## config.mk

```make
export PLATFORM = sky130hd
export DESIGN_NAME = request_unit
export DESIGN_NICKNAME = d
export VERILOG_FILES = /design/src/rtl/cpu_types_pkg.sv /design/src/rtl/request_unit_link_reg.sv /design/src/rtl/request_unit.sv
export SDC_FILE = /design/constraint.sdc
export NUM_CORES = 1
export LEC_CHECK = 0
export BUFFER_PORTS_ARGS = -buffer_cell sky130_fd_sc_hd__buf_2
export CAP_MARGIN = 20
export CORE_AREA = 4 4 71 73
export CTS_BUF_LIST = sky130_fd_sc_hd__clkbuf_4 sky130_fd_sc_hd__clkbuf_8
export DETAILED_ROUTE_END_ITERATION = 7
export DIE_AREA = 0 0 75 77
export PLACE_DENSITY = 0.6
export SLEW_MARGIN = 20
export SYNTH_ARGS = -nofsm -noshare
export SYNTH_HDL_FRONTEND = slang
export SYNTH_HIERARCHICAL = 1
export SYNTH_SLANG_ARGS = --single-unit
export TNS_END_PERCENT = 30
```

## constraint.sdc

```tcl
create_clock -name CLK -period 4.7 [get_ports CLK]
set_input_delay 0.705 -clock CLK [delete_from_list [all_inputs] [get_ports CLK]]
set_output_delay 0.705 -clock CLK [all_outputs]
set_load 0.01 [all_outputs]
```

## src/rtl/cpu_types_pkg.sv

```systemverilog
// Shared CPU types: data word and the request unit's state encoding.
package cpu_types_pkg;
   typedef logic [31:0] word_t;
   typedef enum logic [1:0] {IDLE, DATA, HALT} reqstate_t;
endpackage

```

## src/rtl/request_unit_link_reg.sv

```systemverilog
// LL/SC link register: one linked address plus valid bit, with snoop invalidation.
// Only built when REQUEST_UNIT_ATOMIC_EN is defined.
`ifdef REQUEST_UNIT_ATOMIC_EN
module link_reg
   import cpu_types_pkg::*;
(
   input  logic  CLK,
   input  logic  nRST,
   input  logic  set_i,
   input  word_t set_addr_i,
   input  logic  clr_i,
   input  logic  snoop_i,
   input  word_t snoop_addr_i,
   input  word_t cmp_addr_i,
   output logic  match_o
);
   word_t addr_q;
   logic  valid_q;

   always_ff @(posedge CLK or negedge nRST) begin
      if (!nRST) begin
         addr_q  <= '0;
         valid_q <= 1'b0;
      end else if (set_i) begin
         // An invalidate that hits the address being linked this cycle wins.
         addr_q  <= set_addr_i;
         valid_q <= !(snoop_i && (snoop_addr_i == set_addr_i));
      end else if (clr_i || (snoop_i && (snoop_addr_i == addr_q))) begin
         valid_q <= 1'b0;
      end
   end

   assign match_o = valid_q && (addr_q == cmp_addr_i);
endmodule
`endif

```

## src/rtl/request_unit.sv

```systemverilog
// Turns per-instruction memory control into held cache requests and PC enable.
// Define REQUEST_UNIT_ATOMIC_EN to build the LL/SC link register and sc failure path.
module request_unit
   import cpu_types_pkg::*;
#(
   parameter int CNT_W = 16
) (
   input  logic             CLK,
   input  logic             nRST,
   input  logic             ihit,
   input  logic             dhit,
   input  logic             dREN,
   input  logic             dWEN,
   input  logic             datomic,
   input  logic             halt,
   input  word_t            daddr,
   input  logic             snoop_inv,
   input  word_t            snoop_addr,
   output logic             imemREN,
   output logic             dmemREN,
   output logic             dmemWEN,
   output logic             pc_en,
   output logic             sc_success,
   output logic             halted,
   output logic [CNT_W-1:0] stall_cnt
);
   reqstate_t        state_q, state_d;
   logic             dren_q, dren_d, dwen_q, dwen_d;
   logic [CNT_W-1:0] cnt_q, cnt_d;
   logic             issue, sc_fail;

   assign issue = (state_q == IDLE) && ihit && !halt;

`ifdef REQUEST_UNIT_ATOMIC_EN
   logic is_sc, link_match, store_done, ll_done;
   logic sc_q, sc_d;

   assign is_sc      = datomic && dWEN;
   assign store_done = (state_q == DATA) && dhit && dwen_q;
   assign ll_done    = (state_q == DATA) && dhit && dren_q && datomic;
   assign sc_fail    = issue && is_sc && !link_match;

   link_reg u_link (
      .CLK          (CLK),
      .nRST         (nRST),
      .set_i        (ll_done),
      .set_addr_i   (daddr),
      .clr_i        (sc_fail || (store_done && link_match)),
      .snoop_i      (snoop_inv),
      .snoop_addr_i (snoop_addr),
      .cmp_addr_i   (daddr),
      .match_o      (link_match)
   );

   always_comb begin
      sc_d = sc_q;
      if (issue && is_sc && link_match) sc_d = 1'b1;
      else if ((state_q == DATA) && dhit) sc_d = 1'b0;
   end

   always_ff @(posedge CLK or negedge nRST) begin
      if (!nRST) sc_q <= 1'b0;
      else       sc_q <= sc_d;
   end

   assign sc_success = (state_q == DATA) && sc_q;
`else
   logic unused_snoop;
   assign unused_snoop = snoop_inv ^ (^snoop_addr) ^ (^daddr);
   assign sc_fail      = 1'b0;
   assign sc_success   = pc_en && datomic && dWEN;
`endif

   always_comb begin
      state_d = state_q;
      dren_d  = dren_q;
      dwen_d  = dwen_q;
      cnt_d   = cnt_q;
      imemREN = 1'b0;
      pc_en   = 1'b0;
      case (state_q)
         IDLE: begin
            imemREN = 1'b1;
            if (ihit) begin
               if (halt) begin
                  state_d = HALT;
               end else if (sc_fail) begin
                  pc_en = 1'b1;
               end else if (dREN || dWEN) begin
                  // A simultaneous read and write is illegal; the write is kept.
                  state_d = DATA;
                  dwen_d  = dWEN;
                  dren_d  = dREN && !dWEN;
               end else begin
                  pc_en = 1'b1;
               end
            end
         end
         DATA: begin
            if (dhit) begin
               state_d = IDLE;
               dren_d  = 1'b0;
               dwen_d  = 1'b0;
               pc_en   = 1'b1;
            end else if (cnt_q != '1) begin
               cnt_d = cnt_q + 1'b1;
            end
         end
         HALT: ;
         default: state_d = IDLE;
      endcase
   end

   always_ff @(posedge CLK or negedge nRST) begin
      if (!nRST) begin
         state_q <= IDLE;
         dren_q  <= 1'b0;
         dwen_q  <= 1'b0;
         cnt_q   <= '0;
      end else begin
         state_q <= state_d;
         dren_q  <= dren_d;
         dwen_q  <= dwen_d;
         cnt_q   <= cnt_d;
      end
   end

   assign dmemREN   = dren_q;
   assign dmemWEN   = dwen_q;
   assign halted    = (state_q == HALT);
   assign stall_cnt = cnt_q;
endmodule

```

== Word level (Yosys, flattened, before mapping) ==
Cells that the tools add are included.
Operators by class
  add/sub/neg operators: 1
  eq/ne operators: 8
  muxes and demuxes: 20
  bitwise operators: 2
  reduce and logical (&&, ||, !) cells: 10
Operator list (number)
  $add 16x1->16 const B: 1
  $ne 16x16->1 const B: 1
  $mux 1: 12
  $mux 2: 4
  $ne 2x2->1 const B: 3
  $pmux 1 s2: 3
  $pmux 2 s3: 1
  $reduce_and 5->1: 1
  $reduce_and 4->1: 1
  $logic_and 1x1->1: 3
  $ne 3x2->1 const B: 1
  $reduce_and 3->1: 1
  $eq 2x1->1 const B: 1
  $eq 2x2->1 const B: 1
  $logic_not 2->1: 1
  $ne 2x1->1 const B: 1
  $not 1->1: 2
  $reduce_bool 2->1: 1
  $logic_not 1->1: 1
  $logic_or 1x1->1: 1
Word-level totals
  bits in registers: 20
  bits of input ports: 73
  output and inout bits: 22
  logic and storage cells: 45

== Logic depth before layout (Yosys ltp) ==
Gate-level depths: netlist (run 1).
  depth after elaboration: 7
  gate-level depth with buffers: 6
  depth with buffers taken out: 5

== Least setup slack after synthesis (run 1) ==
Ideal clock, no wire load.
  path kind: input-to-output
  start: input port halt
  end: output port sc_success
  arrival: 1.746 ns
  required time: 3.995 ns
  slack: 2.249 ns
  cell stages on the path: 4
  path buffers: 0
  cells stage by stage: nand2b_1 > or4_1 > a21oi_1 > and3_1
Between the ends
  longest elaborated chain between the ends: 5
Ends and longest elaborated chain
  from (decl): line request_unit.sv:15  | input logic halt,
  $mux 1: line request_unit.sv:85  | if (halt) begin
  $mux 1: line request_unit.sv:84  | if (ihit) begin
  $pmux 1 s2: line request_unit.sv:81  | case (state_q)
  via pc_en: line request_unit.sv:22  | output logic pc_en,
  $logic_and 1x1->1 (2 in a row): line request_unit.sv:71  | assign sc_success = pc_en && datomic && dWEN;
  to (decl): line request_unit.sv:23  | output logic sc_success,
The timed path passes the listed nets, and every way through them passes these cells.

== Worst setup path after layout (run 1) ==
  start: input port halt
  end: output port sc_success
Between the ends
  longest elaborated chain between the ends: 5
Ends and longest elaborated chain (line)
  $mux 1: request_unit.sv:85
  $mux 1: request_unit.sv:84
  $pmux 1 s2: request_unit.sv:81
  $logic_and 1x1->1 (2 in a row): request_unit.sv:71
Every way passes these cells.

==> results of run 1 <==
metal layers:
layer | global-route usage [%] | vias to the layer above | wire length, um
met4 | 2.67 | 0 | 29
met2 | 12.4 | 31 | 954
met5 | 0 | - | 0
li1 | - | 418 | -
met3 | 2.48 | 5 | 215
met1 | 12.0 | 399 | 1130
Yosys cell counts:
library cell,count,share of area [%]
buf_2,2,0.94
xnor2_1,4,3.3
nor2_1,7,2.5
nand4b_1,2,1.7
nor4b_2,1,1.4
dfrtp_1,20,47
nor4b_4,1,2.2
ha_1,1,1.2
o2111ai_1,1,0.83
nand2_1,5,1.8
nor4b_1,1,0.83
or3_1,1,0.59
buf_4,1,0.71
or2_2,2,1.2
nand2b_1,2,1.2
nor4_1,2,1.2
inv_1,4,1.4
buf_6,1,1.1
nor3_1,4,1.9
nor4_2,1,1.2
o22ai_1,2,1.2
and4_1,2,1.7
xor2_1,11,9.1
mux2_2,1,1.1
nand3_1,3,1.4
nand4_1,3,1.8
a21oi_1,5,2.4
and3_1,3,1.8
nor3b_1,3,2.1
nor2b_1,1,0.59
mux2i_1,1,0.94
or4_1,1,0.71
nand4_2,1,1.2
path summary, 6_finish.rpt:
check	cells past startpoint	slack (ns)	from	end
setup / recovery	6	2.17	halt	sc_success
hold / removal	1	0.38	nRST	dmemREN$_DFFE_PN0P_
setup reg to reg	5	2.70	stall_cnt[0]$_DFFE_PN0P_	stall_cnt[1]$_DFFE_PN0P_
hold reg to reg	1	0.51	stall_cnt[14]$_DFFE_PN0P_	stall_cnt[14]$_DFFE_PN0P_
max in group asynchronous	1	4.01	nRST	stall_cnt[8]$_DFFE_PN0P_
min in group CLK	1	0.51	stall_cnt[14]$_DFFE_PN0P_	stall_cnt[14]$_DFFE_PN0P_
stage by stage:
step | power (mW) | hold slack (ns)
2_1_floorplan | 0.201 | 0.409
3_3_place_gp | 0.216 | 0.497
3_5_place_dp | 0.217 | 0.499
4_1_cts | 0.353 | 0.395
5_1_grt | 0.366 | 0.412
6_report | 0.344 | 0.384
state kept, by name, summed over array words and instances, names as in the netlist:
signal	cells
state_q	2
dmemWEN	1
stall_cnt	16
dmemREN	1
logic make-up (layout without fill, tap and decap cells):
group | count (synthesis) | count (layout) | synth area share (%)
multiplexers | 2 | 2 | 2.00
AND/OR/NAND/NOR | 46 | 46 | 28.8
flip-flops | 20 | 20 | 47.2
buffers and inverters | 8 | 37 | 4.13
XOR/XNOR | 15 | 15 | 12.4
AO/OA/AOI/OAI | 8 | 8 | 4.36
adder cells (fa/ha/maj) | 1 | 1 | 1.18
where the power goes:
group          internal (mW)  switching [mW]  total, mW
registers              0.178         0.00717      0.185
clock network         0.0746          0.0568      0.131
logic                 0.0125          0.0149     0.0274
total                  0.265          0.0789      0.344
final cells by class:
cell class | instances | area, um^2 | area share [%]
Clock buffer | 4 | 55.1 | 4.24
Inverter | 4 | 15.0 | 1.16
Multi-Input combinational cell | 72 | 517 | 39.8
Sequential cell | 20 | 500 | 38.6
Tap cell | 52 | 65.1 | 5.01
Timing Repair Buffer | 29 | 145 | 11.2
==> out/qor.txt, run 1 <==
crit start category: input pin
Final min period: 2.53 ns
chip width: 75 um
CTS tree: done
Layout Cells excl Fill: 181
crit path kind: in2out
syn_nets: 174
most frequent cells in the layout: buf_2, dfrtp_1, xor2_1, nor2_1
Max Clk Rate: 395 MHz
GPL Wtd Cong: 0.786
DR WL/cell: 12.9 um
Synth Cell Area: 1060 um^2
slowest CP cell: or4_1
DRT antenna net count: 0
DR iter-0 viols: 19
DRC errors left: 0
Layout Nets: 204
CTS Buf Count: 3
synthesized area per cell: 10.6 um^2
Power Dens Cells: 265 nW/um^2
CTS sink cnt: 20
cell area after placement: 1240 um^2
I/O pin count: 95
status: finished clean
Core Footprint: 4350 um^2
CTS root buf: clkbuf_8
Die Height: 77 um
crit-path cells: buf_2 -> nand2b_1 -> or4_1 -> a21oi_1 -> and3_1 -> buf_2
Post-CTS Resized: 0
final setup violation count: 0
gr ovfl total: 0
clk_skew: 0.00134 ns
Die Footprint: 5780 um^2
critical path's largest stage delay: 0.40 ns
Max VDD drop: 82.5 uV
Buf/Inv on CP: 2
Arr. time, crit path: 1.83 ns
Hold/Removal Path Class: in2async
clk_lat worst skew: 0.26 ns
Hold-fix buffers, CTS: 0
Final Hold Fails: 0
diode count: 0
Mapped Cells: 100
Reg clk slew, reported paths: 0.07 ns
GRT Util Overall: 8.52%
dpl ws: 2.18 ns
final core occ: 29.8%
port bufs: 29
crit end category: output port
Max clock buf depth: 2
Design Area, Final: 1300 um^2
largest net degree at the start of global routing: 21
Critical Path Fanout Max: 3
vias in the first global route: 807
Post-Place Cells: 177
# rows: 24
most frequent cell on the critical path: buf_2
DR pass1 iterations: 4
Leak Pwr: 0.682 nW
Period Utilization, post-route: 53.9%
initial antenna violation count: 0
FILL cells: 470
Largest delay share family, worst path: simple AND/OR/NAND/NOR gates
RSZ-0062 raised after global routing: false
starting density of the core: 24.4%
Setup Buffers After CTS: 0
Area growth syn-to-layout: 22.3%
first-pass GRT wire length: 3930 um
Worst Path Required: 3.99 ns
Slew Limit Fails: 0
total of max-cap violations: 0
setup ws final: 2.17 ns
layout cell share with drive strength beyond 1: 31.0%
via density per instance: 4.71
Synth Warn #: 6
Slew @ Worst Pin: 0.624 ns
Post-DP HPWL: 1740 um
via count: 853
H-tree levels: 1
most common cell after layout, fill and taps aside: buf_2
synth unique cells: 33
final wirelength: 2330 um
Yosys reg bits: 20
relative slew slack: 58.2%
total negative slack: 0 ns
sequential area share after synthesis: 47.2%
No activity file was read; power rests on OpenSTA's default activity.
==> run 2, diff against run 1 <==
--- a/config.mk
+++ b/config.mk
@@ -5,13 +5,14 @@
 export SDC_FILE = /design/constraint.sdc
 export NUM_CORES = 1
 export LEC_CHECK = 0
+export ABC_AREA = 1
 export BUFFER_PORTS_ARGS = -buffer_cell sky130_fd_sc_hd__buf_2
 export CAP_MARGIN = 20
-export CORE_AREA = 4 4 71 73
+export CORE_AREA = 4 4 76 78
 export CTS_BUF_LIST = sky130_fd_sc_hd__clkbuf_4 sky130_fd_sc_hd__clkbuf_8
 export DETAILED_ROUTE_END_ITERATION = 7
-export DIE_AREA = 0 0 75 77
-export PLACE_DENSITY = 0.6
+export DIE_AREA = 0 0 80 82
+export PLACE_DENSITY = 0.57
 export SLEW_MARGIN = 20
 export SYNTH_ARGS = -nofsm -noshare
 export SYNTH_HDL_FRONTEND = slang
==> constraint.sdc (replaced) <==
create_clock -name CLK -period 2.4 [get_ports CLK]
set_input_delay 0.36 -clock CLK [delete_from_list [all_inputs] [get_ports CLK]]
set_output_delay 0.36 -clock CLK [all_outputs]
set_load 0.01 [all_outputs]
==> run 2 against run 1 <==
Net effect: worst hold slack got worse by 0.35 ns; sequential share of layout area decreased by 5.7 points; die area increased by 14%; clock power increased by 98%; sequential cell count unchanged; global-route usage increased by 1.1 points; core utilization increased by 0.16 points; first-iteration DRC count increased by 42%; combinational power decreased by 27%; final area increased by 17%; clock-buffer cell count unchanged; largest cell class unchanged; largest power group unchanged; highest routed layer unchanged.
==> out/qor.txt, run 2 <==
Largest delay share family, worst path: simple AND/OR/NAND/NOR gates
Yosys top cell by area: dfrtp_1
Buf/Inv on CP: 1
layout cell share with drive strength beyond 1: 18.3%
RSZ-0062 raised after global routing: false
Slew Limit Fails: 0
Final min period: 1.87 ns
Post-Synth XOR/XNOR Area: 4.93%
crit start category: register
synthesized area per cell: 6.69 um^2
via count: 1158
final setup violation count: 0
Slew @ Worst Pin: 0.442 ns
most frequent cell on the critical path: nor2_1
Worst Path Required: 2.04 ns
Final Hold Fails: 0
Synth Cell Area: 1240 um^2
vias in the first global route: 1072
Die Footprint: 6560 um^2
synth unique cells: 18
CTS root buf: clkbuf_8
Design Area, Final: 1520 um^2
first-pass GRT wire length: 4950 um
NetSw: 0.128 mW
Die Height: 82 um
total of max-cap violations: 0
compound-cell area share of the yosys netlist: 5.43%
Reg clk slew, reported paths: 0.08 ns
Synth Warn #: 6
logic gate share of total power: 3.2%
CTS tree: done
I/O pin count: 95
sequential area share after synthesis: 40.2%
total negative slack: 0 ns
syn_nets: 260
top-count cell post-synth: nand2_1
Mapped Cells: 186
CTS Buf Count: 3
area share of and/or/nand/nor cells after synthesis: 39.6%
starting density of the core: 24.5%
Clock power frac: 42.0%
crit-path cells: nor2_1 -> nand2_1 -> nor2_1 -> a22oi_1 -> nor2_1 -> buf_2
Max clock buf depth: 2
critical path's largest stage delay: 0.42 ns
Post-CTS Resized: 0
DR WL/cell: 9.70 um
register share of total power: 54.8%
slowest CP cell: dfrtp_1
Area growth syn-to-layout: 22.2%
DR pass1 iterations: 4
most common cell after layout, fill and taps aside: nand2_1
Layout Nets: 293
Power Dens Cells: 407 nW/um^2
initial antenna violation count: 0
clk_lat worst skew: 0.26 ns
FILL cells: 589
GPL Wtd Cong: 0.757
diode count: 0
Period Utilization, post-route: 78.0%
crit path kind: reg2out
H-tree levels: 1
internal cell power: 0.492 mW
area share of fa/ha/maj cells after synthesis: 1.01%
Hold-fix buffers, CTS: 0
main combinational cell family by area after synthesis: simple AND/OR/NAND/NOR gates
Leak Pwr: 0.775 nW
Core Footprint: 5070 um^2
largest net degree at the start of global routing: 21
Max Clk Rate: 534 MHz
Max VDD drop: 135 uV
commonest cells in the netlist: nand2_1, nor2_1, inv_1, dfrtp_1
mux contribution to synthesized area: 0%
Post-synth EDFFs: 0
Async S/R FF share, synth: 100%
Setup Buffers After CTS: 0
DRT antenna net count: 0
DRC errors left: 0
crit end category: output port
Yosys reg bits: 20
via density per instance: 4.02
chip width: 80 um
clk_skew: 0.00451 ns
number of flip-flops in the largest register: 16
dominant synthesized flop cell: dfrtp_1
final wirelength: 2790 um
gr ovfl total: 0
relative slew slack: 70.5%
Arr. time, crit path: 1.51 ns
cell area after placement: 1470 um^2
Hold/Removal Path Class: in2async
synth top area cells: dfrtp_1, nand2_1, nor2_1, inv_1, xnor2_1
# rows: 26
DR iter-0 viols: 27
post-synth top area share: 40.2%
port bufs: 29
Post-DP HPWL: 2240 um
sw frac: 20.6%
CTS sink cnt: 20
most frequent cells in the layout: nand2_1, buf_2, nor2_1, inv_1, dfrtp_1
Critical Path Fanout Max: 5
GRT Util Overall: 9.58%
status: finished clean
## run 2: cell types whose count changed in the layout (fill, tap and decap cells not counted), moves of 5 or more
cell,delta
inv_1,+20
nor2_1,+19
nand2_1,+68
xor2_1,-11
nand3_1,+5
o21ai_0,+8
## run 2: cell type report
type	count	area [um^2]	area share, %
multi-input cells	140	634	41.7
flip-flops and latches	20	500	32.9
repair buffers	30	153	10.0
inverters	24	90.1	5.93
well taps	70	87.6	5.76
clock buffers	4	55.1	3.62
## run 2: cell families (layout without fill, tap and decap cells)
group / Yosys count / after routing
buffers and inverters: 26 / 58
AND/OR/NAND/NOR: 119 / 119
adder cells (fa/ha/maj): 1 / 1
AO/OA/AOI/OAI: 13 / 13
XOR/XNOR: 7 / 7
flip-flops: 20 / 20
## run 2: routing by layer
metal	global-route usage, %	wire length [um]
met1	12.7	1370
met2	14.9	1290
met3	1.97	82
met4	4.56	52
met5	0	0
## run 2: stage by stage
stage / hold WS [ns] / power (mW) / std cells / utilization (%) / worst slack (ns)
after floorplan: 0.0644 / 0.351 / 186 / - / 0.864
after global placement: 0.346 / 0.367 / 284 / 28.9 / 0.757
after detailed placement: 0.341 / 0.367 / 284 / 28.9 / 0.766
after CTS: 0.0517 / 0.634 / 288 / 30.0 / 0.519
after global routing: 0.0720 / 0.653 / 288 / 30.0 / 0.404
final: 0.0323 / 0.619 / 288 / 30.0 / 0.529
## run 2: power by group through the flow
stage / Clock [mW] / Sequential [mW] / Combinational [mW]
final: 0.260 / 0.339 / 0.0200
after detailed placement: 0 / 0.346 / 0.0212
after floorplan: 0 / 0.347 / 0.00375
after global routing: 0.290 / 0.339 / 0.0240
after CTS: 0.274 / 0.339 / 0.0212
after global placement: 0 / 0.346 / 0.0211
## run 2: path summary, 6_finish.rpt
kind                                                 from                        end  slack [ns]  cells after the start
worst max-delay path               state_q[1]$_DFFE_PN0P_                 sc_success        0.53                      6
worst min-delay path                                 nRST  stall_cnt[12]$_DFFE_PN0P_        0.03                      1
worst max register to register   stall_cnt[0]$_DFFE_PN0P_  stall_cnt[11]$_DFFE_PN0P_        0.78                      8
worst min register to register  stall_cnt[15]$_DFFE_PN0P_  stall_cnt[15]$_DFFE_PN0P_        0.52                      2
max in group asynchronous                            nRST   stall_cnt[4]$_DFFE_PN0P_        2.06                      1
min in group CLK                                     dREN        dmemREN$_DFFE_PN0P_        0.35                      3
